--- src/rtl/synth_pkg.sv ---
// synth_pkg: shared types and constants for the synth voice datapath.
package synth_pkg;

    localparam int COEF_W = 16;

    typedef enum logic [1:0] {IDLE, FETCH, WAIT_TICK, COMMIT} coef_ld_state_t;

    // Coefficient slot order as laid out in the coefficient ROM
    localparam logic [2:0] SEL_B0 = 3'd0;
    localparam logic [2:0] SEL_B1 = 3'd1;
    localparam logic [2:0] SEL_B2 = 3'd2;
    localparam logic [2:0] SEL_A0 = 3'd3;
    localparam logic [2:0] SEL_A1 = 3'd4;
    localparam logic [2:0] SEL_A2 = 3'd5;

    localparam logic [COEF_W-1:0] COEF_ONE  = 16'hFFFF;
    localparam logic [COEF_W-1:0] COEF_ZERO = '0;

endpackage

--- src/rtl/filter_coef_loader.sv ---
// filter_coef_loader: fetches a six-word biquad coefficient set from ROM into
// shadow registers and commits it to the live outputs atomically on a sample tick.
module filter_coef_loader #(
    parameter int IDX_W  = 6,
    parameter int COEF_W = synth_pkg::COEF_W
) (
    input  logic              Clk,
    input  logic              Reset,
    input  logic              req,
    input  logic [IDX_W-1:0]  cutoff_idx,
    input  logic              sample_tick,
    output logic [IDX_W+2:0]  rom_addr,
    input  logic [COEF_W-1:0] rom_data,
    output logic [COEF_W-1:0] b0,
    output logic [COEF_W-1:0] b1,
    output logic [COEF_W-1:0] b2,
    output logic [COEF_W-1:0] a0,
    output logic [COEF_W-1:0] a1,
    output logic [COEF_W-1:0] a2,
    output logic              busy,
    output logic              committed
);
    import synth_pkg::*;

    coef_ld_state_t    state_q, state_d;
    logic [2:0]        cnt_q, cnt_d;
    logic [IDX_W-1:0]  idx_q, idx_d;
    logic              pend_q, pend_d;
    logic [IDX_W-1:0]  pend_idx_q, pend_idx_d;
    logic [IDX_W+2:0]  rom_addr_q, rom_addr_d;
    logic              committed_q, committed_d;
    logic [COEF_W-1:0] shadow_q [6];
    logic [COEF_W-1:0] shadow_d [6];
    logic [COEF_W-1:0] live_q [6];
    logic [COEF_W-1:0] live_d [6];

    always_comb begin
        state_d     = state_q;
        cnt_d       = cnt_q;
        idx_d       = idx_q;
        pend_d      = pend_q;
        pend_idx_d  = pend_idx_q;
        shadow_d    = shadow_q;
        live_d      = live_q;
        committed_d = (state_q == COMMIT);
        case (state_q)
            IDLE: begin
                if (req) begin
                    state_d = FETCH;
                    idx_d   = cutoff_idx;
                    cnt_d   = 3'd0;
                end
            end
            FETCH: begin
                // ROM read latency is one cycle, so slot cnt-1 arrives while cnt is on the bus
                if (cnt_q != 3'd0)
                    shadow_d[cnt_q - 3'd1] = rom_data;
                cnt_d   = (cnt_q == SEL_A2 + 3'd1) ? 3'd0 : cnt_q + 3'd1;
                state_d = (cnt_q == SEL_A2 + 3'd1) ? WAIT_TICK : FETCH;
            end
            WAIT_TICK: state_d = sample_tick ? COMMIT : WAIT_TICK;
            COMMIT: begin
                live_d  = shadow_q;
                state_d = IDLE;
                // A request landing in this very cycle is newer than any stored one
                if (req || pend_q) begin
                    state_d = FETCH;
                    cnt_d   = 3'd0;
                    idx_d   = req ? cutoff_idx : pend_idx_q;
                    pend_d  = 1'b0;
                end
            end
            default: state_d = IDLE;
        endcase
        if (req && (state_q == FETCH || state_q == WAIT_TICK)) begin
            pend_d     = 1'b1;
            pend_idx_d = cutoff_idx;
        end
        rom_addr_d = (state_d == FETCH && cnt_d <= SEL_A2) ? {idx_d, cnt_d} : rom_addr_q;
    end

    always_ff @(posedge Clk or posedge Reset) begin
        if (Reset) begin
            state_q     <= IDLE;
            cnt_q       <= '0;
            idx_q       <= '0;
            pend_q      <= 1'b0;
            pend_idx_q  <= '0;
            rom_addr_q  <= '0;
            committed_q <= 1'b0;
            shadow_q    <= '{default: '0};
            live_q      <= '{COEF_W'(COEF_ONE), COEF_W'(COEF_ZERO), COEF_W'(COEF_ZERO),
                            COEF_W'(COEF_ONE), COEF_W'(COEF_ZERO), COEF_W'(COEF_ZERO)};
        end else begin
            state_q     <= state_d;
            cnt_q       <= cnt_d;
            idx_q       <= idx_d;
            pend_q      <= pend_d;
            pend_idx_q  <= pend_idx_d;
            rom_addr_q  <= rom_addr_d;
            committed_q <= committed_d;
            shadow_q    <= shadow_d;
            live_q      <= live_d;
        end
    end

    assign rom_addr  = rom_addr_q;
    assign busy      = (state_q != IDLE);
    assign committed = committed_q;
    assign b0        = live_q[SEL_B0];
    assign b1        = live_q[SEL_B1];
    assign b2        = live_q[SEL_B2];
    assign a0        = live_q[SEL_A0];
    assign a1        = live_q[SEL_A1];
    assign a2        = live_q[SEL_A2];

endmodule

--- config.mk ---
export PLATFORM = sky130hd
export DESIGN_NAME = filter_coef_loader
export DESIGN_NICKNAME = d
export VERILOG_FILES = /design/src/rtl/synth_pkg.sv /design/src/rtl/filter_coef_loader.sv
export SDC_FILE = /design/constraint.sdc
export NUM_CORES = 1
export LEC_CHECK = 0
export CAP_MARGIN = 20
export CORE_MARGIN = 2
export CORE_UTILIZATION = 56
export CTS_BUF_LIST = sky130_fd_sc_hd__clkbuf_4 sky130_fd_sc_hd__clkbuf_8
export CTS_CLUSTER_DIAMETER = 200
export DETAILED_ROUTE_END_ITERATION = 8
export HOLD_SLACK_MARGIN = 0.05
export PLACE_DENSITY = 0.82
export SLEW_MARGIN = 30
export SYNTH_ARGS = -nofsm -noshare
export SYNTH_HDL_FRONTEND = slang
export SYNTH_SLANG_ARGS = --single-unit
--- constraint.sdc ---
create_clock -name Clk -period 8.2 [get_ports Clk]
set_input_delay 1.64 -clock Clk [delete_from_list [all_inputs] [get_ports Clk]]
set_output_delay 1.64 -clock Clk [all_outputs]
set_load 0.02 [all_outputs]
==> results of run 1 <==
registers in the layout, indices dropped and copies added (netlist names):
name,cells
a0,16
state_q,2
b0,16
a2,16
cnt_q,3
pend_idx_q,6
idx_q,6
shadow_q,96
b2,16
rom_addr,9
b1,16
pend_q,1
a1,16
committed,1
final timing paths:
kind / start / end / slack, ns / cells past startpoint
worst max-delay path: state_q[0] / busy / 4.55 / 4
worst max register to register: cnt_q[0] / shadow_q[53] / 5.44 / 6
worst min register to register: idx_q[0] / idx_q[0] / 0.47 / 2
min in group asynchronous: Reset / a2[13] / 1.66 / 2
worst min-delay path: idx_q[0] / idx_q[0] / 0.47 / 2
max in group asynchronous: Reset / b0[14] / 5.28 / 4
final cells by class:
type,count,area share
inverter,7,0.00357
multi-input combinational,284,0.273
clock inverter,10,0.00460
timing repair buffer,137,0.126
sequential,220,0.510
clock buffer,52,0.0612
tap,188,0.0216
power groups by stage:
stage | clock, mW | combinational [mW] | sequential, mW
4_1_cts | 0.960 | 2.03 | 2.01
3_5_place_dp | 0 | 2.03 | 2.02
6_report | 0.940 | 2.02 | 2.01
3_3_place_gp | 0 | 1.95 | 1.99
5_1_grt | 1.02 | 2.15 | 2.07
2_1_floorplan | 0 | 1.01 | 2.24
worst max-delay path, cell delays in order, from the launching register on:
cell and delay [ns]:
sky130_fd_sc_hd__dfrtp_1 0.43, sky130_fd_sc_hd__inv_1 0.11, sky130_fd_sc_hd__ha_1 0.29, sky130_fd_sc_hd__inv_1 0.08, sky130_fd_sc_hd__clkdlybuf4s50_1 0.60
logic make-up (layout without fill, tap and decap cells):
family,after synthesis,count (layout),share of synthesized area
compound gates,25,25,0.0217
fa+ha+maj,9,9,0.0130
buf+inv,31,206,0.0191
flops,220,220,0.641
mux,206,206,0.275
simple gates,44,44,0.0297
placed cells by master (no fill, tap or decap), drive strengths merged, types with 2 or more instances in the layout:
| cell type | n |
|---|---|
| nor4b | 2 |
| and3b | 2 |
| nor2 | 7 |
| nor2b | 3 |
| or2 | 2 |
| ha | 9 |
| clkbuf | 52 |
| clkdlybuf4s50 | 132 |
| dfrtp | 188 |
| o21ai | 5 |
| nor3b | 2 |
| a22oi | 6 |
| nand3 | 2 |
| or3 | 2 |
| dfstp | 32 |
| inv | 6 |
| o22a | 3 |
| mux2 | 205 |
| nand2 | 16 |
| nor3 | 3 |
| a21oi | 3 |
| clkinv | 11 |
| buf | 5 |
layer usage:
layer / share of wire / vias up / wire [um]
li1: - / 2197 / -
met1: 0.43 / 2566 / 7480
met2: 0.50 / 140 / 8750
met3: 0.059 / 27 / 1040
met4: 0.017 / 0 / 293
met5: 0 / - / 0
per-stage QoR:
step | power [mW] | setup WS (ns) | cell area, um2 | hold WS [ns] | cells
final | 4.97 | 4.55 | 10900 | 0.473 | 898
after global routing | 5.24 | 4.45 | 10900 | 0.501 | 898
after global placement | 3.93 | 4.41 | 10100 | 0.451 | 833
after CTS | 5.00 | 4.53 | 10800 | 0.476 | 897
after floorplan | 3.24 | 0.592 | 8650 | 0.434 | 535
after detailed placement | 4.04 | 4.34 | 10100 | 0.463 | 835
==> results.md, run 1 <==
Clock tree:
- The number of resized instances in the post-cts repair step is 0.
- TritonCTS built the clock tree.
- The longest clock path from root to sink contains 3 buffers.
- The deepest level of the CTS H-tree is 2.
- The clock latency at the later pin of the worst-skew pair is 0.53 ns.
- The number of sinks driven by the clock tree is between 200 and 250.
- The number of hold buffers added after CTS was 0.
- The root buffer cell chosen for the clock tree is sky130_fd_sc_hd__clkbuf_8.
- TritonCTS created 35 clock buffers.
- The number of setup buffers added after CTS is 0.
- The clock-pin slew on the worst setup and hold paths is 0.06 ns.

Cells and area:
- The area of all sequential standard cells is 5550 um2.
- The area taken by multi-input logic gates is 2970 um2.
- The number of antenna diodes in the final layout is 0.
- After the last flow step, the layout net total stands at 720.
- The final core utilization is 0.718.
- The fraction of final layout cells with drive strength greater than 1 is 0.444.
- The growth of design area from synthesis to finish is 25.7%.
- Fill cells in the final layout number 919.

Worst setup path:
- Along the worst path, the maximum fanout reaches 8.
- The launching element type of the critical path is a register.
- The arrival time of the worst setup path is 2.01 ns.
- The endpoint required time on the critical path is 6.56 ns.
- The critical path start-end classification is register to output pin.
- The critical path endpoint category is an output pin.

Synth:
- In the synthesized netlist, the cells that appear most often are sky130_fd_sc_hd__dfrtp_1 (188), sky130_fd_sc_hd__mux2_2 (188), sky130_fd_sc_hd__dfstp_2 (32).
- The share of the Yosys chip area taken by registers is 0.641.
- The synthesized design contains 0 enable-type register cells.
- The commonest register cell after synthesis is sky130_fd_sc_hd__dfrtp_1.
- The share of synthesized area in the top cell type comes to 0.544.
- After synthesis, the cell types taking the most area are sky130_fd_sc_hd__dfrtp_1 (54%), sky130_fd_sc_hd__mux2_2 (24%), sky130_fd_sc_hd__dfstp_2 (9.7%), sky130_fd_sc_hd__mux2_4 (3.0%), sky130_fd_sc_hd__ha_1 (1.3%).
- The unique cell type count in the Yosys netlist is 43.
- The per-instance average area after synthesis is roughly 16 um2.
- In this run the cell area of the synthesized design comes to 8650 um2.
- The biggest area contributor in the post-synthesis netlist is sky130_fd_sc_hd__dfrtp_1.
- The synthesized netlist cell count is roughly 540.
- The async set-reset flop share out of synthesis is 1.00.
- The synthesized net count is 570.
- After synthesis the netlist holds a flip-flop and latch count of 220.
- The warning count from the yosys run is 0.

Floorplanning:
- between 100 and 150 I/O pins were placed.
- The floorplan step set the die height to 128 um.
- The placeable core region is 15100 um2.
- For this configuration, the core starts out at a cell density of 0.571.
- The floorplan has 45 rows.
- In this run the horizontal extent of the chip is 128 um.
- The floorplan step defined a die boundary enclosing around 16000 um2.

STA:
- The post-route clock period utilization is 0.445.
- Adding up every negative setup slack in the final design gives 0 ns.
- Setup violations remaining at the end of the flow were counted as 0.
- The final clock skew is around 0.027 ns.
- Setup repair after global routing left no endpoint under its margin.
- The final-report max-slew violation count is 0.
- The shortest clock period the worst path allows after layout is 3.65 ns.
- For this run, the top clock speed supported by timing is 274 MHz.
- At the pin with the least slew margin, the transition time is 0.868 ns.
- The worst slew margin relative to its limit is 0.413.
- The number of hold violations in the final report is 0.

Power and ir drop:
- The combinational fraction of design power is 0.406.
- The maximum ir drop on the vdd rail is about 250 uV.
- In this run the power density over the cells is 457 nW/um2.
- The power share of the sequential group is 0.404.
- For this design the total switching power over the nets is 1.64 mW.
- The total leakage power is 4.73 nW.
- The fraction of power spent switching nets is 0.331.
- Of the total power, the clock network draws 0.189.
- The internal power is 3.33 mW.

Placement:
- Summed over all nets, the half-perimeter wirelength after detailed placement is 11300 um.
- The number of buffer cells added on primary ports is 132.
- The final weighted congestion in routability-driven placement is 0.851.

Route:
- The detail route stage leaves a number of antenna-violating nets equal to 0.
- The routed layout has 4930 vias.
- In this run, the number of DRC markers left after iteration 0 of detailed routing was 263.
- The final routed DRC violation total is 0.
- The total length of routed wires is roughly 18000 um.
- In the final routed layout, each cell accounts on average for 19.6 um.
- The pre-antenna-repair detailed-routing pass consisted of 5 iterations.
- In the routed layout, each cell is associated on average with a via count of 5.49.

Global routing:
- The met2 global-route usage is 0.357.
- The layer flagged by global routing as most heavily used is met2.
- The number of global-route vias before repair is roughly 5300.
- Entering global routing, the biggest net connects around 150 pins.
- The met1 routing resource usage after global routing is 0.297.
- Global routing finished with a remaining overflow of 0.
- The global-route track usage on met3 is 0.0614.
- For this run, the total global-route usage over all layers was measured as 0.223.
- The initial antenna violation count is 0.
- The first global-routing pass estimated 28500 um of wire.

Worst hold path:
- The path class of the tightest hold or removal check is register to register.

Flow run:
- The number of violations of the max-capacitance limit is 0.

Run status:
- The run finished with clean final reports.
No activity file was read; power rests on OpenSTA's default activity.
==> inputs of run 2 (changes only) <==
==> constraint.sdc (replaced) <==
create_clock -name Clk -period 3.7 [get_ports Clk]
set_input_delay 0.74 -clock Clk [delete_from_list [all_inputs] [get_ports Clk]]
set_output_delay 0.74 -clock Clk [all_outputs]
set_load 0.02 [all_outputs]
==> results.md, run 2 (synthesis results as in run 1) <==
Floorplanning:
- The die outline height is 128 um (unchanged).
- The total I/O pin count came to 133 (unchanged).
- The placeable core region is 15100 um2 (unchanged).
- The number of standard-cell rows in the floorplan was 45 (unchanged).
- The starting density of the core is 0.571 (unchanged).
- The x dimension of the die came to 128 um (unchanged).
- The full die area is 16500 um2 (unchanged).

Power and ir drop:
- The total leakage power is 4.77 nW (+0.90%).
- The maximum ir drop on the vdd rail is 630 uV (+150%).
- The cell area power density came to 1020 nW/um2 (+120%).

Cells and area:
- The fraction of final layout cells with drive strength greater than 1 is 0.446 (+0.00249).
- Relative to the synthesized area, the layout overhead comes to 27.0%.
- The area of all sequential standard cells is 5550 um2 (unchanged).
- The library cells used most frequently in the layout, excluding fill and tap cells, are sky130_fd_sc_hd__mux2_2 (188), sky130_fd_sc_hd__dfrtp_1 (188), sky130_fd_sc_hd__clkdlybuf4s50_1 (132).
- The number of filler cells placed in the layout is 951 (+3.5%).
- The area taken by multi-input logic gates came to 2970 um2 (unchanged).
- The number of antenna repair diodes is 0 (unchanged).
- The count of nets after finishing is 722 (+0.28%).
- The final non-filler cell total is 903 (+0.56%).
- The register with the most flip-flops is shadow_q.
- The flip-flop count of the largest register, all copies and words added is 96 (unchanged).

Worst setup path:
- The critical path start-end classification is register to output pin.
- The endpoint required time on the critical path was 2.96 ns (-3.60 ns).
- The slowest stage of the critical path is the sky130_fd_sc_hd__clkdlybuf4s50_1 cell.
- The launching element type of the critical path is a register.
- Among cell families on the critical path, the largest total delay comes from buffers and inverters.
- The maximum single-stage delay on the critical path is 0.60 ns (about the same).
- The number of cells on the critical path was 4 (unchanged).
- The arrival time of the worst setup path was 2.05 ns (+0.04 ns).
- In this design, the critical path's most frequently occurring cell is sky130_fd_sc_hd__inv_1.
- Traced cell by cell, the critical path runs through inv_1 > ha_1 > inv_1 > clkdlybuf4s50_1.
- The length in cells of the worst reg-to-reg path is 6 (unchanged).
- The maximum net fanout on the critical path is 8 (unchanged).
- The count of buffering cells on the critical path with inverters included came to 3 (unchanged).
- The critical path endpoint category is an output pin.

Route:
- The length of the first detailed-routing pass in iterations was 4 (-1).
- The final routed DRC violation total is 0 (unchanged).
- The total length of routed wires was 17500 um (-0.43%).
- The detailed-route via count is 5001 (+1.4%).
- The routed via count divided by cell count came to 5.54 (+0.88%).
- The number of routed nets with antenna violations is 0 (unchanged).
- The first-iteration detailed-routing DRC count is 243 (-7.6%).
- The average wire per cell in the routed design came to 19.4 um (-0.98%).

STA:
- Static timing analysis puts the maximum clock frequency at 358 MHz.
- The worst slew margin relative to its limit is 0.363 (-0.0499).
- The final clock skew was 0.0279 ns (+0.000411 ns).
- The number of hold violations in the final report is 0 (unchanged).
- Dividing the final minimum period by the clock period gives 0.754.
- The final sum of negative setup slack is 0 ns (unchanged).
- The final-report max-slew violation count is 0 (unchanged).
- The clock period could shrink to 2.79 ns.
- Setup repair after global routing left no endpoint under its margin.
- The final setup violation count is 0 (unchanged).
- The slew at the pin closest to its max-slew limit is 0.955 ns (+0.0871 ns).

Clock tree:
- The number of sinks driven by the clock tree is 220 (unchanged).
- The number of resized instances in the post-cts repair step is 0 (unchanged).
- The clock latency at the later pin of the worst-skew pair is 0.53 ns (about the same).
- The CTS tree is yes.
- The clock buffer count from CTS came to 36 (+2.9%).
- The hold buffer count at CTS is 0 (unchanged).
- The number of buffers added for setup after CTS is 0 (unchanged).
- The clock-pin slew on the worst setup and hold paths was 0.06 ns (about the same).
- The deepest level of the CTS H-tree is 2 (unchanged).
- The CTS root buffer is sky130_fd_sc_hd__clkbuf_8.
- The maximum clock path buffer count is 3 (unchanged).

Placement:
- The number of buffer cells added on primary ports came to 132 (unchanged).
- The placed wire-length estimate is 11700 um (+3.3%).
- The number of cells after detailed placement was 837 (+0.24%).
- The final weighted congestion in routability-driven placement is 0.825 (-3.0%).

Worst hold path:
- The path class of the tightest hold or removal check is register to register.
- The cell depth of the worst hold path is 2 (unchanged).

Global routing:
- The overall fraction of global-route tracks in use is 0.224 (+0.000863).
- The first-pass GRT wire length is 28400 um (-0.41%).
- The number of global-route vias before repair is 5367 (+0.90%).
- The largest net degree at the start of global routing is 114 (-25%).
- The total global routing overflow is 0 (unchanged).
- The initial antenna violation count is 0 (unchanged).

Run status:
- The run finished with clean final reports.

Flow run:
- The number of violations of the max-capacitance limit is 0 (unchanged).
-- run 2: layer usage --
layer	share of wire	global-route usage	vias to the layer above	wire length (um)
met5	0	0	-	0
met4	0.031	0.0950	0	551
met3	0.059	0.0618	41	1040
met2	0.50	0.363	141	8790
met1	0.41	0.285	2608	7120
li1	-	-	2211	-
-- run 2: final cells by class --
| type | count | share of cell area |
|---|---|---|
| clock inverters | 4 | 0.00467 |
| flip-flops and latches | 220 | 0.505 |
| clock buffers | 62 | 0.0697 |
| multi-input cells | 284 | 0.270 |
| inverters | 7 | 0.00273 |
| repair buffers | 138 | 0.127 |
| well taps | 188 | 0.0214 |
-- run 2: path summary, 6_finish.rpt --
kind / from / end / slack (ns)
worst max-delay path: state_q[0] / busy / 0.91
worst min-delay path: idx_q[2] / idx_q[2] / 0.47
worst max register to register: cnt_q[0] / shadow_q[60] / 0.93
worst min register to register: idx_q[2] / idx_q[2] / 0.47
max in group asynchronous: Reset / b0[6] / 2.49
min in group asynchronous: Reset / shadow_q[12] / 0.77
-- run 2: per-stage QoR --
step | hold slack, ns | util | area (um2) | total power [mW] | setup WS, ns
floorplan | 0.434 | - | 8650 | 7.19 | 0.118
global placement | 0.450 | 0.671 | 10200 | 8.71 | 0.885
detailed placement | 0.452 | 0.671 | 10200 | 8.97 | 0.747
CTS | 0.465 | 0.725 | 11000 | 11.3 | 0.890
global route | 0.487 | 0.725 | 11000 | 11.8 | 0.792
finish | 0.468 | 0.725 | 11000 | 11.2 | 0.910
-- run 2: worst min-delay path, cell delays in order, from the launching register on --
cell and delay (ns):
sky130_fd_sc_hd__dfrtp_1 0.32, sky130_fd_sc_hd__nand2_1 0.04, sky130_fd_sc_hd__nand2_1 0.07
-- run 2: power by group --
group          total, mW  switching, mW  internal [mW]
sequential          4.44          0.700           3.74
clock               2.31          0.934           1.37
combinational       4.47           2.01           2.46
